==> config.mk <==
export PLATFORM = sky130hd
export DESIGN_NAME = comm_activity_detector
export DESIGN_NICKNAME = d
export VERILOG_FILES = /design/src/rtl/comm_activity_detector.sv
export SDC_FILE = /design/constraint.sdc
export NUM_CORES = 1
export LEC_CHECK = 0
export ABC_AREA = 1
export CAP_MARGIN = 30
export CORE_AREA = 2 2 86 88
export DETAILED_ROUTE_END_ITERATION = 10
export DIE_AREA = 0 0 88 90
export PLACE_DENSITY_LB_ADDON = 0.3
export SLEW_MARGIN = 15
export SYNTH_ARGS = -nofsm -noshare
export SYNTH_HDL_FRONTEND = slang
export SYNTH_SLANG_ARGS = --single-unit
==> constraint.sdc <==
create_clock -name sys_clk -period 1.4 [get_ports sys_clk]
set_input_delay 0.35 -clock sys_clk [delete_from_list [all_inputs] [get_ports sys_clk]]
set_output_delay 0.35 -clock sys_clk [all_outputs]
set_load 0.05 [all_outputs]
==> src/rtl/comm_activity_detector.sv <==
// comm_activity_detector: synchronises raw bus lines, detects edges and
// stretches activity into an LED-friendly comm_active flag with a debug count.
module comm_activity_detector #(
   parameter int NUM_LINES    = 4,
   parameter int SYNC_STAGES  = 2,
   parameter int IDLE_TIMEOUT = 1_000,
   parameter int MIN_ON_COUNT = 100_000,
   parameter int COUNT_WIDTH  = 16
) (
   input  logic                   sys_clk,
   input  logic                   sys_rst_n,
   input  logic [NUM_LINES-1:0]   bus_lines,
   input  logic                   enable,
   input  logic                   clear_count,
   output logic                   comm_active,
   output logic                   activity_pulse,
   output logic [COUNT_WIDTH-1:0] edge_count
);

   localparam int IDLE_W  = $clog2(IDLE_TIMEOUT + 1);
   localparam int ON_W    = $clog2(MIN_ON_COUNT + 1);
   localparam int PRIME_W = $clog2(SYNC_STAGES + 1);

   localparam logic [IDLE_W-1:0]      IDLE_LOAD  = IDLE_W'(IDLE_TIMEOUT);
   localparam logic [IDLE_W-1:0]      IDLE_ONE   = IDLE_W'(1);
   localparam logic [ON_W-1:0]        ON_LOAD    = ON_W'(MIN_ON_COUNT);
   localparam logic [ON_W-1:0]        ON_ONE     = ON_W'(1);
   localparam logic [PRIME_W-1:0]     PRIME_LAST = PRIME_W'(SYNC_STAGES);
   localparam logic [PRIME_W-1:0]     PRIME_ONE  = PRIME_W'(1);
   localparam logic [COUNT_WIDTH-1:0] COUNT_MAX  = '1;
   localparam logic [COUNT_WIDTH-1:0] COUNT_ONE  = COUNT_WIDTH'(1);

   typedef enum logic [1:0] {
      IDLE   = 2'd0,
      ACTIVE = 2'd1,
      HOLD   = 2'd2
   } state_t;

   logic [NUM_LINES-1:0] sync_chain [SYNC_STAGES];
   logic [NUM_LINES-1:0] prev_lines;
   logic [PRIME_W-1:0]   prime_cnt;
   logic                 primed;
   logic                 edge_hit;
   state_t               state;
   logic [IDLE_W-1:0]    idle_cnt;
   logic [ON_W-1:0]      on_cnt;
   logic [ON_W-1:0]      on_next;
   logic                 idle_done;
   logic                 on_done;

   // multi-flop synchroniser per line
   always_ff @(posedge sys_clk or negedge sys_rst_n) begin
      if (!sys_rst_n) begin
         for (int i = 0; i < SYNC_STAGES; i++) begin
            sync_chain[i] <= '0;
         end
      end else begin
         sync_chain[0] <= bus_lines;
         for (int i = 1; i < SYNC_STAGES; i++) begin
            sync_chain[i] <= sync_chain[i-1];
         end
      end
   end

   // previous synchronised sample, tracked even while disabled
   always_ff @(posedge sys_clk or negedge sys_rst_n) begin
      if (!sys_rst_n) begin
         prev_lines <= '0;
      end else begin
         prev_lines <= sync_chain[SYNC_STAGES-1];
      end
   end

   // mask edges until the chain and prev hold real line samples
   always_ff @(posedge sys_clk or negedge sys_rst_n) begin
      if (!sys_rst_n) begin
         prime_cnt <= '0;
         primed    <= 1'b0;
      end else if (!primed) begin
         prime_cnt <= prime_cnt + PRIME_ONE;
         primed    <= (prime_cnt == PRIME_LAST);
      end
   end

   // any line change in this cycle counts as a single edge
   always_comb begin
      edge_hit = primed & enable
               & (|(sync_chain[SYNC_STAGES-1] ^ prev_lines));
   end

   // counter helpers; "done" means the count expires at this clock
   always_comb begin
      on_next   = (on_cnt == '0) ? '0 : on_cnt - ON_ONE;
      on_done   = (on_cnt <= ON_ONE);
      idle_done = (idle_cnt <= IDLE_ONE);
   end

   // activity stretching FSM with registered outputs
   always_ff @(posedge sys_clk or negedge sys_rst_n) begin
      if (!sys_rst_n) begin
         state          <= IDLE;
         comm_active    <= 1'b0;
         activity_pulse <= 1'b0;
         idle_cnt       <= '0;
         on_cnt         <= '0;
      end else if (!enable) begin
         state          <= IDLE;
         comm_active    <= 1'b0;
         activity_pulse <= 1'b0;
         idle_cnt       <= '0;
         on_cnt         <= '0;
      end else begin
         activity_pulse <= edge_hit;
         unique case (state)
            IDLE: begin
               if (edge_hit) begin
                  state       <= ACTIVE;
                  comm_active <= 1'b1;
                  idle_cnt    <= IDLE_LOAD;
                  on_cnt      <= ON_LOAD;
               end
            end
            ACTIVE: begin
               on_cnt <= on_next;
               if (edge_hit) begin
                  idle_cnt <= IDLE_LOAD;
               end else if (idle_done) begin
                  idle_cnt <= '0;
                  if (on_done) begin
                     state       <= IDLE;
                     comm_active <= 1'b0;
                  end else begin
                     state <= HOLD;
                  end
               end else begin
                  idle_cnt <= idle_cnt - IDLE_ONE;
               end
            end
            HOLD: begin
               on_cnt <= on_next;
               if (edge_hit) begin
                  state    <= ACTIVE;
                  idle_cnt <= IDLE_LOAD;
               end else if (on_done) begin
                  state       <= IDLE;
                  comm_active <= 1'b0;
               end
            end
            default: begin
               state       <= IDLE;
               comm_active <= 1'b0;
               idle_cnt    <= '0;
               on_cnt      <= '0;
            end
         endcase
      end
   end

   // saturating debug count of edge cycles; clear wins over increment
   always_ff @(posedge sys_clk or negedge sys_rst_n) begin
      if (!sys_rst_n) begin
         edge_count <= '0;
      end else if (clear_count) begin
         edge_count <= '0;
      end else if (edge_hit && (edge_count != COUNT_MAX)) begin
         edge_count <= edge_count + COUNT_ONE;
      end
   end

endmodule
### After elaboration in Yosys (flattened, before gate mapping)

Index checks and enable logic that the tools add are counted.

* register bits after elaboration: 62
* bits of input ports: 8
* output and inout port bits: 18
* word-level logic and storage cells: 67

* add/subtract/negate cells: 4
* $lt $le $gt $ge: 2
* equality and inequality tests: 10
* muxes and demuxes: 28
* bitwise operators: 3
* reductions and logical operators: 9

Operator list (count)
* $mux W17: 3
* $mux W10: 4
* $pmux W17 S2: 1
* $mux W16: 2
* $pmux W10 S2: 1
* $le A17 B1 Y1 const B: 1
* $logic_not A17 Y1: 1
* $sub A17 B1 Y17 const B: 1
* $add A16 B1 Y16 const B: 1
* $ne A16 B16 Y1 const B: 1
* $mux W2: 7
* $ne A3 B3 Y1 const B: 4
* $le A10 B1 Y1 const B: 1
* $sub A10 B1 Y10 const B: 1
* $mux W1: 8
* $reduce_and A4 Y1: 2
* $pmux W2 S3: 1
* $eq A2 B2 Y1 const B: 2
* $ne A4 B4 Y1 const B: 1
* $reduce_or A2 Y1: 2
* $reduce_or A4 Y1: 1
* $xor A4 B4 Y4: 1
* $ne A3 B2 Y1 const B: 1
* $pmux W1 S3: 1
* other kinds (6): 7

### Longest topological paths before layout

Gate-level depths: netlist of the first run.

* depth after elaboration: 6
* depth in mapped cells: 13
* mapped depth without buffers: 12

### Worst setup path after synthesis of the first run

No wires, ideal clock.

* kind: register to register
* start point: reg edge_count[0]
* end point: reg edge_count[13]
* library setup time: 0.121 ns
* arrival time: 1.872 ns
* required time: 1.279 ns
* setup slack: -0.594 ns
* cell stages (with the launch flop): 12
* buffers on the path: 1
* period minus slack after synthesis: 1.994 ns
* cell sequence: dfrtp_1 -> ha_1 -> nand3_2 -> nor2_2 -> nand2_1 -> nor2_1 -> nand2_1 -> nand2_2 -> inv_2 -> buf_6 -> a21oi_1 -> nor2_1

* word-level cells in the longest chain between the ends: 3
* elaborated cells on any way between the ends: 6
* those cells by class: 1 x add/sub; 1 x eq/ne; 2 x mux; 2 x reduce/logical

Ends and longest elaborated chain
* start, declared: line 17 `output logic [COUNT_WIDTH-1:0] edge_count`
* start signal, assigned: line 166 `edge_count <= edge_count + COUNT_ONE;`
* $add A16 B1 Y16 or $ne A16 B16 Y1 (tied branches): line 166, 165
* $mux W16 or $logic_and A1 B1 Y1 (tied branches): line 165 `end else if (edge_hit && (edge_count != COUNT_MAX)) begin`
* $mux W16 or $reduce_bool A2 Y1 (tied branches)

Several ways; a longest one is shown, not always the timed one. The select of a mux whose other input is x is not followed.
A chain may end at the register's enable or synchronous reset.

### Worst setup path after layout of the first run

* start point: reg sync_chain[0] in the netlist's numbering
* end point: reg on_cnt[15]

* word-level cells in the longest chain between the ends: 4

Ends and longest elaborated chain
* start, declared: line 39 `logic [NUM_LINES-1:0] sync_chain [SYNC_STAGES];`
* start signal, assigned by index: line 60 `sync_chain[i] <= sync_chain[i-1];`
* $xor A4 B4 Y4: line 88 `& (|(sync_chain[SYNC_STAGES-1] ^ prev_lines));`
* $reduce_or A4 Y1: line 88
* $and A1 B1 Y1: line 88
* $ne A3 B3 Y1 (no source line)
* end signal, assigned: line 124 `on_cnt <= on_next;`
* end signal, assigned: line 140 `on_cnt <= on_next;`
* end, declared: line 46 `logic [ON_W-1:0] on_cnt;`

No other way between the ends.

==> results.txt, run 1 <==
Outcome: finished with violations
Failing checks: negative hold slack, negative setup slack
Die Footprint: 7920 µm²
Starting Density: 51.4%
Final Max Slew Viols: 0
Core ar.: 7020 µm²
H-tree depth: 3
Nets: 671
EDFF count, synth: 0
Total congestion overflow: 0
Hpwl dp: 6.94 mm
PortBufs: 25
Chip Width: 88 µm
Max clock buf depth: 2
# IOs: 26
Vias in the first global route: 4340
Clock Skew: 19.1 ps
Seq/Total Area, Yosys: 43.0%
Delay-heaviest family, CP: simple AND/OR/NAND/NOR gates
Post-Synth Adder-Cell Area: 3.82%
Met1 WL: 5.52 mm
WHS: -26.6 ps
Worst path cell trace: inv_1, nand2_1, nand2_1, nor2_1, nand2_2, nand2_4, nand3_4, buf_16, o21ai_1, inv_1, nand2_1
Min cycle time layout: 1760 ps
Hold_buf cts: 0
Buf+Inv Stages, Crit Path: 3
Netlist cell types: 29
Synthesized area: 3610 µm²
Clk sinks: 62
Area Overhead vs Synth: 74.1%
Leak: 0.00299 µW
Worst hold path class: in2async
Syn_area_per_cell: 7.27 µm²
Die Y: 90 µm
Register bit total from synthesis: 62
First-pass GRT wire length: 20.9 mm
Routed length on met2: 7.84 mm
ANT cells: 0
Pwr Total: 11700 µW
Clk slew on worst S/H paths: 90 ps
CTS root buffer: clkbuf_8
Via count: 4581
Drt drc: 0
Skew-Pair Late Insertion Delay: 370 ps
Met3 routed WL: 1.36 mm
Dominant synthesized flop cell: dfrtp_1
Layout cells sized above 1: 52.5%
Post-Syn Instances: 496
Worst reg2reg startpoint: sync_chain[0]
Routed WL per cell: 21.4 µm
Fin cells: 756
CTS tree: built
XOR/XNOR share of the synthesized area: 4.37%
Crit. Startpoint: sync_chain[0]
Simple-gate share of the synthesized area: 35.8%
Final worst slack: -364 ps
Routed Antenna Nets: 0
Via density per instance: 6.06
RSZ-0062 raised after global routing: yes
Worst setup SP type: flop
Synthesized Nets: 515
Largest family of logic cells by synthesized area: simple AND/OR/NAND/NOR gates
Most common cell after layout, fill and taps aside: buf_4
Final hold violation count: 26
Cell Pwr Density: 1860 nW/µm²
Worst EP arrival: 2060 ps
Most frequent cells in the layout: 97 x buf_4, 92 x nand2_1, 52 x dfrtp_1
Placer Congestion: 0.969
Synth Warn #: 0
Worst Setup Path Type: reg2reg
CP max stage cell: dfrtp_1
Gr usage total: 33.8%
Period utilisation layout: 126%
Critical Path RT: 1700 ps
F_max: 567 MHz
First-pass detailed-route iteration total: 5
Site Rows: 31
Worst VDD drop: 1.15 mV
Pre-CTS setup slack: -393 ps
Largest net degree at the start of global routing: 63
Initial antenna violation count: 0
Top Layer Used: met4
Mux contribution to synthesized area: 0%
DRT iter0 DRCs: 580
Num CTS Buffers: 9
Crit. End Element: flop
Cell mode on critical path: nand2_1
Crit-path max FO: 7
Fill count: 257
Routed wire length: 16.2 mm
Tightest Pin Transition: 348 ps
Max-cap viol count: 0
Setup violations, final: 61
R2R setup slack: -360 ps
Placed Cells: 706
Synth Area in Compound Gates: 5.62%
Max stage delay on crit path: 410 ps
Rel. slew slack: 76.8%
Ys async rst share: 100%
## path summary, 6_finish.rpt
path                                 end  cells past startpoint
max                           on_cnt[15]                     11
min                        prev_lines[1]                      2
min in group sys_clk       sync_chain[3]                      0
max reg2reg                   on_cnt[15]                     11
max in group asynchronous  edge_count[0]                      2
min reg2reg                sync_chain[3]                      0
## power by group
group,internal (µW),switching (µW)
sequential,2170,490
clock,659,861
combinational,3060,4420
## through the flow
stage               hold slack (ps)  instance area, µm²  utilization (%)  setup TNS [ps]
floorplan                      54.4                3670                -           -4570
global placement                333                4920             70.1          -13540
detailed placement              335                4920             70.1          -14780
CTS                            2.15                5680             80.9           -4850
global route                  -1.31                6280             89.4          -16360
finish                        -26.6                6280             89.4          -12420
## repair_timing
item	in CTS	in global routing
gates cloned	1	1
endpoints found under the setup margin	58	61
gates resized for setup	121	109
pin swaps	40	31
buffers inserted	12	23
## logic make-up after synthesis
kind of cell,count (synthesis)
simple gates,300
fa+ha+maj,11
flops,62
xor+xnor,18
compound gates,38
buf+inv,67
## state kept, by name (all words and copies together) (netlist names)
| signal | count |
|---|---|
| idle_cnt | 10 |
| comm_active | 1 |
| edge_count | 16 |
| activity_pulse | 1 |
| prime_cnt | 2 |
| sync_chain | 8 |
| on_cnt | 17 |
| primed | 1 |
| prev_lines | 4 |
| state | 2 |
## final cells by class
class	count	area, µm²	share of cell area [%]
flip-flops and latches	62	1560	24.9
repair buffers	153	1560	24.9
inverters	59	244	3.89
clock inverters	7	57.6	0.917
multi-input cells	367	2610	41.5
clock buffers	9	124	1.97
well taps	99	124	1.97
## cells in the mapped netlist, types with 3 or more instances
| master | instances | share of area (%) |
|---|---|---|
| nand2_1 | 132 | 14 |
| nor2_1 | 76 | 7.9 |
| dfrtp_1 | 62 | 43 |
| nand3_1 | 58 | 8.1 |
| inv_1 | 43 | 4.5 |
| a21oi_1 | 16 | 2.2 |
| xor2_1 | 16 | 3.9 |
| inv_2 | 13 | 1.4 |
| ha_1 | 11 | 3.8 |
| o21ai_1 | 10 | 1.4 |
| nor3_1 | 8 | 1.1 |
| nand4_1 | 7 | 1.2 |
| buf_2 | 6 | 0.83 |
| o21ai_0 | 6 | 0.83 |
| nand2_2 | 4 | 0.69 |
| nand3b_1 | 4 | 0.83 |
| nor2_2 | 4 | 0.69 |
| clkinv_1 | 3 | 0.31 |
## routing by layer
metal,vias to the layer above,global-route usage [%]
li1,1898,-
met1,2155,40.3
met2,370,54.6
met3,158,6.70
met4,0,21.8
met5,-,0
Power figures use the tool's default switching activity.
==> run 2: changes to the inputs <==
--- a/config.mk
+++ b/config.mk
@@ -10,7 +10,8 @@
 export CORE_AREA = 2 2 86 88
 export DETAILED_ROUTE_END_ITERATION = 10
 export DIE_AREA = 0 0 88 90
-export PLACE_DENSITY_LB_ADDON = 0.3
+export GPL_TIMING_DRIVEN = 0
+export PLACE_DENSITY = 0.7
 export SLEW_MARGIN = 15
 export SYNTH_ARGS = -nofsm -noshare
 export SYNTH_HDL_FRONTEND = slang
==> results.txt, run 2 (same netlist as run 1, synthesis figures left out) <==
Biggest regs: on_cnt: 17 flops, edge_count: 16 flops, idle_cnt: 10 flops
Max stage delay on crit path: 400 ps (about the same)
Cell mode on critical path: nand2_1
Worst EP arrival: 1940 ps (-120 ps)
Via count: 3924 (-14%)
Internal power: 5560 µW (-5.7%)
Nets: 613 (-8.6%)
WHS: 352 ps (+379 ps)
RSZ-0062 raised after global routing: yes
Gr usage total: 26.5% (-7.4 points)
Clock Skew: 14.9 ps (-4.16 ps)
Outcome: finished with violations
Post-route core utilization: 78.6% (-11 points)
R2R setup slack: -280 ps (+80 ps)
Die Y: 90 µm (unchanged)
F_max: 594 MHz (+4.7%)
Tightest Pin Transition: 625 ps (+276 ps)
Core ar.: 7020 µm² (unchanged)
Failing checks: negative setup slack
Total congestion overflow: 0 (unchanged)
Clk slew on worst S/H paths: 90 ps (about the same)
H-tree depth: 3 (unchanged)
Final hold violation count: 0 (-100%)
Min cycle time layout: 1680 ps (-79.3 ps)
P_sw: 5000 µW (-13%)
Cell Pwr Density: 1910 nW/µm² (+3.0%)
Clk sinks: 62 (unchanged)
Routed wire length: 11.8 mm (-27%)
Hold_sp: sync_chain[7]
Starting Density: 51.4% (unchanged)
Critical Path RT: 1650 ps (-50 ps)
Routed WL per cell: 16.9 µm (-21%)
Leak: 0.00261 µW (-13%)
Max reg flops: 17 (unchanged)
Site Rows: 31 (unchanged)
Final Max Slew Viols: 0 (unchanged)
PortBufs: 24 (-4.0%)
Most flop-heavy register: on_cnt
Worst hold path class: reg2reg
Stages on worst setup path: 11 (unchanged)
Drt drc: 0 (unchanged)
Most common cell after layout, fill and taps aside: nand2_1
CP max stage cell: dfrtp_2
Via density per instance: 5.62 (-7.2%)
Delay-heaviest family, CP: simple AND/OR/NAND/NOR gates
Worst reg2reg startpoint: edge_count[1]
Area Overhead vs Synth: 53.0%
Share of power burned in registers: 25.7% (+2.9 points)
Most frequent cells in the layout: 101 x nand2_1, 54 x buf_4, 46 x nor2_1
Num CTS Buffers: 9 (unchanged)
Max clock buf depth: 2 (unchanged)
DRT iter0 DRCs: 348 (-40%)
Largest net degree at the start of global routing: 37 (-41%)
Final worst slack: -285 ps (+79.3 ps)
ANT cells: 0 (unchanged)
Hold-critical path depth: 0
Reg-to-Reg End: edge_count[13]
CTS root buffer: clkbuf_8
Worst path cell trace: ha_4, nand3_4, nor2_4, nand2_1, nor2_1, nand2_1, nand2_4, inv_4, buf_6, a21oi_4, nor2_2
Layout cells sized above 1: 45.7% (-6.8 points)
Combinational cell fraction of total power: 58.2% (-5.9 points)
Crit-path max FO: 6 (-1)
Initial antenna violation count: 0 (unchanged)
Hpwl dp: 5.85 mm (-16%)
Routed Antenna Nets: 0 (unchanged)
Max-cap viol count: 0 (unchanged)
Worst setup SP type: flop
Fill count: 410 (+60%)
Clk pwr share: 16.1% (+3.1 points)
Worst Setup Path Type: reg2reg
WHS Endpoint: sync_chain[3]
Number of cells on the worst reg-to-reg path: 11 (unchanged)
Setup violations, final: 52 (-15%)
Rel. slew slack: 58.4% (-18 points)
Switching share of power: 47.4% (-2.1 points)
Fin cells: 698 (-7.7%)
Worst VDD drop: 0.895 mV (-22%)
Skew-Pair Late Insertion Delay: 360 ps (about the same)
First-pass GRT wire length: 16.5 mm (-21%)
Period utilisation layout: 120% (-5.7 points)
Chip Width: 88 µm (unchanged)
Placer Congestion: 0.874 (-9.8%)
Crit. End Element: flop
# IOs: 26 (unchanged)
Vias in the first global route: 3567 (-18%)
First-pass detailed-route iteration total: 5 (unchanged)
CTS tree: built
Placed Cells: 620 (-12%)
Die Footprint: 7920 µm² (unchanged)
Buf+Inv Stages, Crit Path: 2 (-1)
## run 2: cell types whose count changed in the layout (fill, tap and decap cells not counted), sizes merged
cell,before,now
clkbuf,9,12
clkdlybuf4s15,0,1
bufinv,0,1
clkinvlp,3,2
clkinv,5,3
buf,147,87
clkdlybuf4s50,6,4
inv,58,59
dlygate4sd3,0,1
## run 2: how the worst max path moves through the flow
stage                              from             end  slack [ps]
after floorplan           edge_count[0]  edge_count[13]        -330
after global placement        sys_rst_n   edge_count[0]       -2310
after detailed placement         enable      on_cnt[11]        -780
after CTS                   idle_cnt[1]     idle_cnt[5]        -180
after global routing      edge_count[1]   edge_count[4]        -340
final                     edge_count[1]  edge_count[13]        -280
## run 2: timing repair
action                     CTS  global route
gates cloned                 4             0
setup buffers               34            26
pin swaps                   51            45
hold endpoints to repair    26             0
hold buffers                 1             0
setup endpoints to repair   64            58
gates resized for setup    220           117
## run 2: layout make-up
type | count | area [µm²] | area share, %
Tap cell | 99 | 124 | 2.24
Sequential cell | 62 | 1570 | 28.5
Clock inverter | 6 | 68.8 | 1.25
Timing Repair Buffer | 88 | 803 | 14.6
Buffer | 7 | 68.8 | 1.25
Multi-Input combinational cell | 367 | 2500 | 45.3
Clock buffer | 10 | 138 | 2.49
Inverter | 59 | 241 | 4.38
## run 2: per-layer routing
layer,part of all wire [%],up-vias,track usage [%]
met5,0,-,0
met4,4.5,0,12.7
met3,6.3,54,3.86
met2,51,173,43.2
met1,38,1913,34.0
li1,-,1784,-
## run 2: power groups by stage
| stage | logic, µW | clock network [µW] | registers (µW) |
|---|---|---|---|
| 2_1_floorplan | 2850 | 0 | 2540 |
| 3_3_place_gp | 3560 | 0 | 2540 |
| 3_5_place_dp | 3650 | 0 | 2560 |
| 4_1_cts | 4780 | 1680 | 2590 |
| 5_1_grt | 6600 | 1800 | 2750 |
| 6_report | 6140 | 1700 | 2710 |
## run 2: metrics by stage
step	setup TNS [ps]	worst slack, ps	power, µW	area, µm²
CTS	-5000	-181	9050	4930
finish	-8080	-285	10600	5520
global route	-12030	-336	11200	5520
global placement	-158860	-2310	6100	4040
floorplan	-4570	-327	5390	3670
detailed placement	-29660	-776	6200	4050
==> run 3: changes to the inputs <==
--- a/config.mk
+++ b/config.mk
@@ -7,11 +7,11 @@
 export LEC_CHECK = 0
 export ABC_AREA = 1
 export CAP_MARGIN = 30
-export CORE_AREA = 2 2 86 88
+export CORE_AREA = 2 2 98 100
 export DETAILED_ROUTE_END_ITERATION = 10
-export DIE_AREA = 0 0 88 90
+export DIE_AREA = 0 0 100 102
 export GPL_TIMING_DRIVEN = 0
-export PLACE_DENSITY = 0.7
+export PLACE_DENSITY = 0.56
 export SLEW_MARGIN = 15
 export SYNTH_ARGS = -nofsm -noshare
 export SYNTH_HDL_FRONTEND = slang
==> results.txt, run 3 (same netlist as run 1, synthesis figures left out) <==
Outcome: finished with violations
Failing checks: negative setup slack
M2 GR Usage: 34.5% (-8.7 points)
Vias in the first global route: 3389 (-5.0%)
CP max stage cell: dfrtp_1
Core ar.: 9110 µm² (+30%)
# IOs: 26 (unchanged)
Cell mode on critical path: nand2_2
Layout cells sized above 1: 41.1% (-4.6 points)
Max reg flops: 17 (unchanged)
Die Y: 102 µm (+13%)
Gr usage total: 19.6% (-6.8 points)
F_max: 630 MHz (+6.1%)
Max clock buf depth: 2 (unchanged)
Delay-heaviest family, CP: simple AND/OR/NAND/NOR gates
ANT cells: 0 (unchanged)
Routed Antenna Nets: 0 (unchanged)
Most common cell after layout, fill and taps aside: nand2_1
Via count: 3498 (-11%)
Worst VDD drop: 0.878 mV (-1.9%)
Largest net degree at the start of global routing: 50 (+35%)
Fill count: 806 (+97%)
Crit. End Element: flop
Worst hold path class: reg2reg
Setup violations, final: 48 (-7.7%)
Total congestion overflow: 0 (unchanged)
Worst Setup Path Type: reg2reg
Site Rows: 35 (+13%)
GR Util met1: 24.4% (-9.6 points)
Skew-Pair Late Insertion Delay: 360 ps (about the same)
Hpwl dp: 5.94 mm (+1.6%)
Min cycle time layout: 1590 ps (-96.8 ps)
Clock Skew: 11.1 ps (-3.85 ps)
Fin cells: 687 (-1.6%)
Num CTS Buffers: 9 (unchanged)
Area Overhead vs Synth: 44.3%
Crit-path max FO: 8 (+2)
DRT iter0 DRCs: 94 (-73%)
Buf+Inv Stages, Crit Path: 1 (-1)
Final worst slack: -188 ps (+96.8 ps)
CTS tree: built
Worst setup SP type: flop
Critical Path RT: 1680 ps (+30 ps)
Die Footprint: 10200 µm² (+29%)
Drt drc: 0 (unchanged)
Chip Width: 100 µm (+14%)
Clk slew on worst S/H paths: 80 ps (about the same)
Final Max Slew Viols: 0 (unchanged)
Leak: 0.00246 µW (-5.8%)
Worst EP arrival: 1870 ps (-70 ps)
Clk sinks: 62 (unchanged)
Starting Density: 39.6% (-12 points)
Most frequent cells in the layout: 102 x nand2_1, 50 x nor2_1, 44 x dfrtp_1
Met3 usage: 3.76% (-0.095 points)
Routed WL per cell: 14.2 µm (-16%)
Period utilisation layout: 113% (-6.9 points)
Routed wire length: 9.76 mm (-17%)
Most flop-heavy register: on_cnt
H-tree depth: 3 (unchanged)
CTS root buffer: clkbuf_8
Final hold violation count: 0 (unchanged)
Cell Pwr Density: 1920 nW/µm² (+0.49%)
Placed Cells: 632 (+1.9%)
Nets: 590 (-3.8%)
Via density per instance: 5.09 (-9.4%)
Initial antenna violation count: 0 (unchanged)
Placer Congestion: 0.861 (-1.5%)
First-pass detailed-route iteration total: 4 (-1)
First-pass GRT wire length: 15.8 mm (-4.1%)
PortBufs: 24 (unchanged)
RSZ-0062 raised after global routing: yes
Biggest regs: on_cnt: 17 flops, edge_count: 16 flops, idle_cnt: 10 flops
Max stage delay on crit path: 400 ps (about the same)
Max-cap viol count: 0 (unchanged)
Worst path cell trace: nand2_1, nand2_1, nor2_1, nand2_2, nand2_4, nand3_4, buf_6, nand2_2, nand2_2, a21oi_2
Tightest Pin Transition: 477 ps (-148 ps)
Rel. slew slack: 68.2% (+9.8 points)
Grt peak-use layer: met2
Post-route core utilization: 57.1% (-21 points)
## run 3: area by class of cell
cell class	instances	area [µm²]	area share [%]
Timing Repair Buffer	65	594	11.4
Clock inverter	7	61.3	1.18
Clock buffer	9	124	2.38
Sequential cell	62	1570	30.2
Inverter	59	235	4.52
Multi-Input combinational cell	367	2400	46.2
Buffer	7	72.6	1.39
Tap cell	111	139	2.67
## run 3: metal layers
metal	part of all wire, %	wire length (µm)	up-vias
li1	-	-	1738
met1	45	4370	1667
met2	50	4870	76
met3	3.7	359	17
met4	1.6	155	0
met5	0	0	-
## run 3: worst register-to-register path: stages, from the launching register on
cell,delay (ps)
dfrtp_1,400
nand2_1,70
nand2_1,50
nor2_1,120
nand2_2,110
nand2_4,120
nand3_4,190
buf_6,220
nand2_2,60
nand2_2,50
a21oi_2,120
## run 3: path summary, 6_finish.rpt
path                                 end  depth (start not counted)  slack (ps)           from
hold reg to reg            sync_chain[0]                          0         350  sync_chain[4]
max in group asynchronous  edge_count[1]                          3         500      sys_rst_n
min in group asynchronous         primed                          2         380      sys_rst_n
setup reg to reg               on_cnt[8]                         10        -190  sync_chain[1]
setup / recovery               on_cnt[8]                         10        -190  sync_chain[1]
hold / removal             sync_chain[0]                          0         350  sync_chain[4]
## run 3: power by group
group | switching, µW | total, µW | internal, µW
combinational | 3370 | 5790 | 2430
sequential | 503 | 2680 | 2180
clock | 855 | 1530 | 675
total | 4730 | 10000 | 5280
## run 3: repair_timing
| item | CTS | global route |
|---|---|---|
| hold buffers | 1 | 0 |
| gates cloned | 2 | 2 |
| setup endpoints to repair | 64 | 54 |
| setup buffers | 26 | 10 |
| hold endpoints to repair | 13 | 0 |
| resized for setup | 200 | 90 |
| pin swaps | 41 | 32 |
## run 3: metrics by stage
stage | hold WS, ps | setup WS, ps | power [µW] | setup TNS [ps] | area [µm²]
global route | 364 | -346 | 10800 | -11210 | 5200
finish | 355 | -188 | 10000 | -5900 | 5200
global placement | 334 | -2470 | 6160 | -169840 | 4050
CTS | 356 | -191 | 8850 | -5830 | 4760
floorplan | 54.4 | -327 | 5390 | -4570 | 3670
detailed placement | 230 | -724 | 6220 | -29960 | 4080
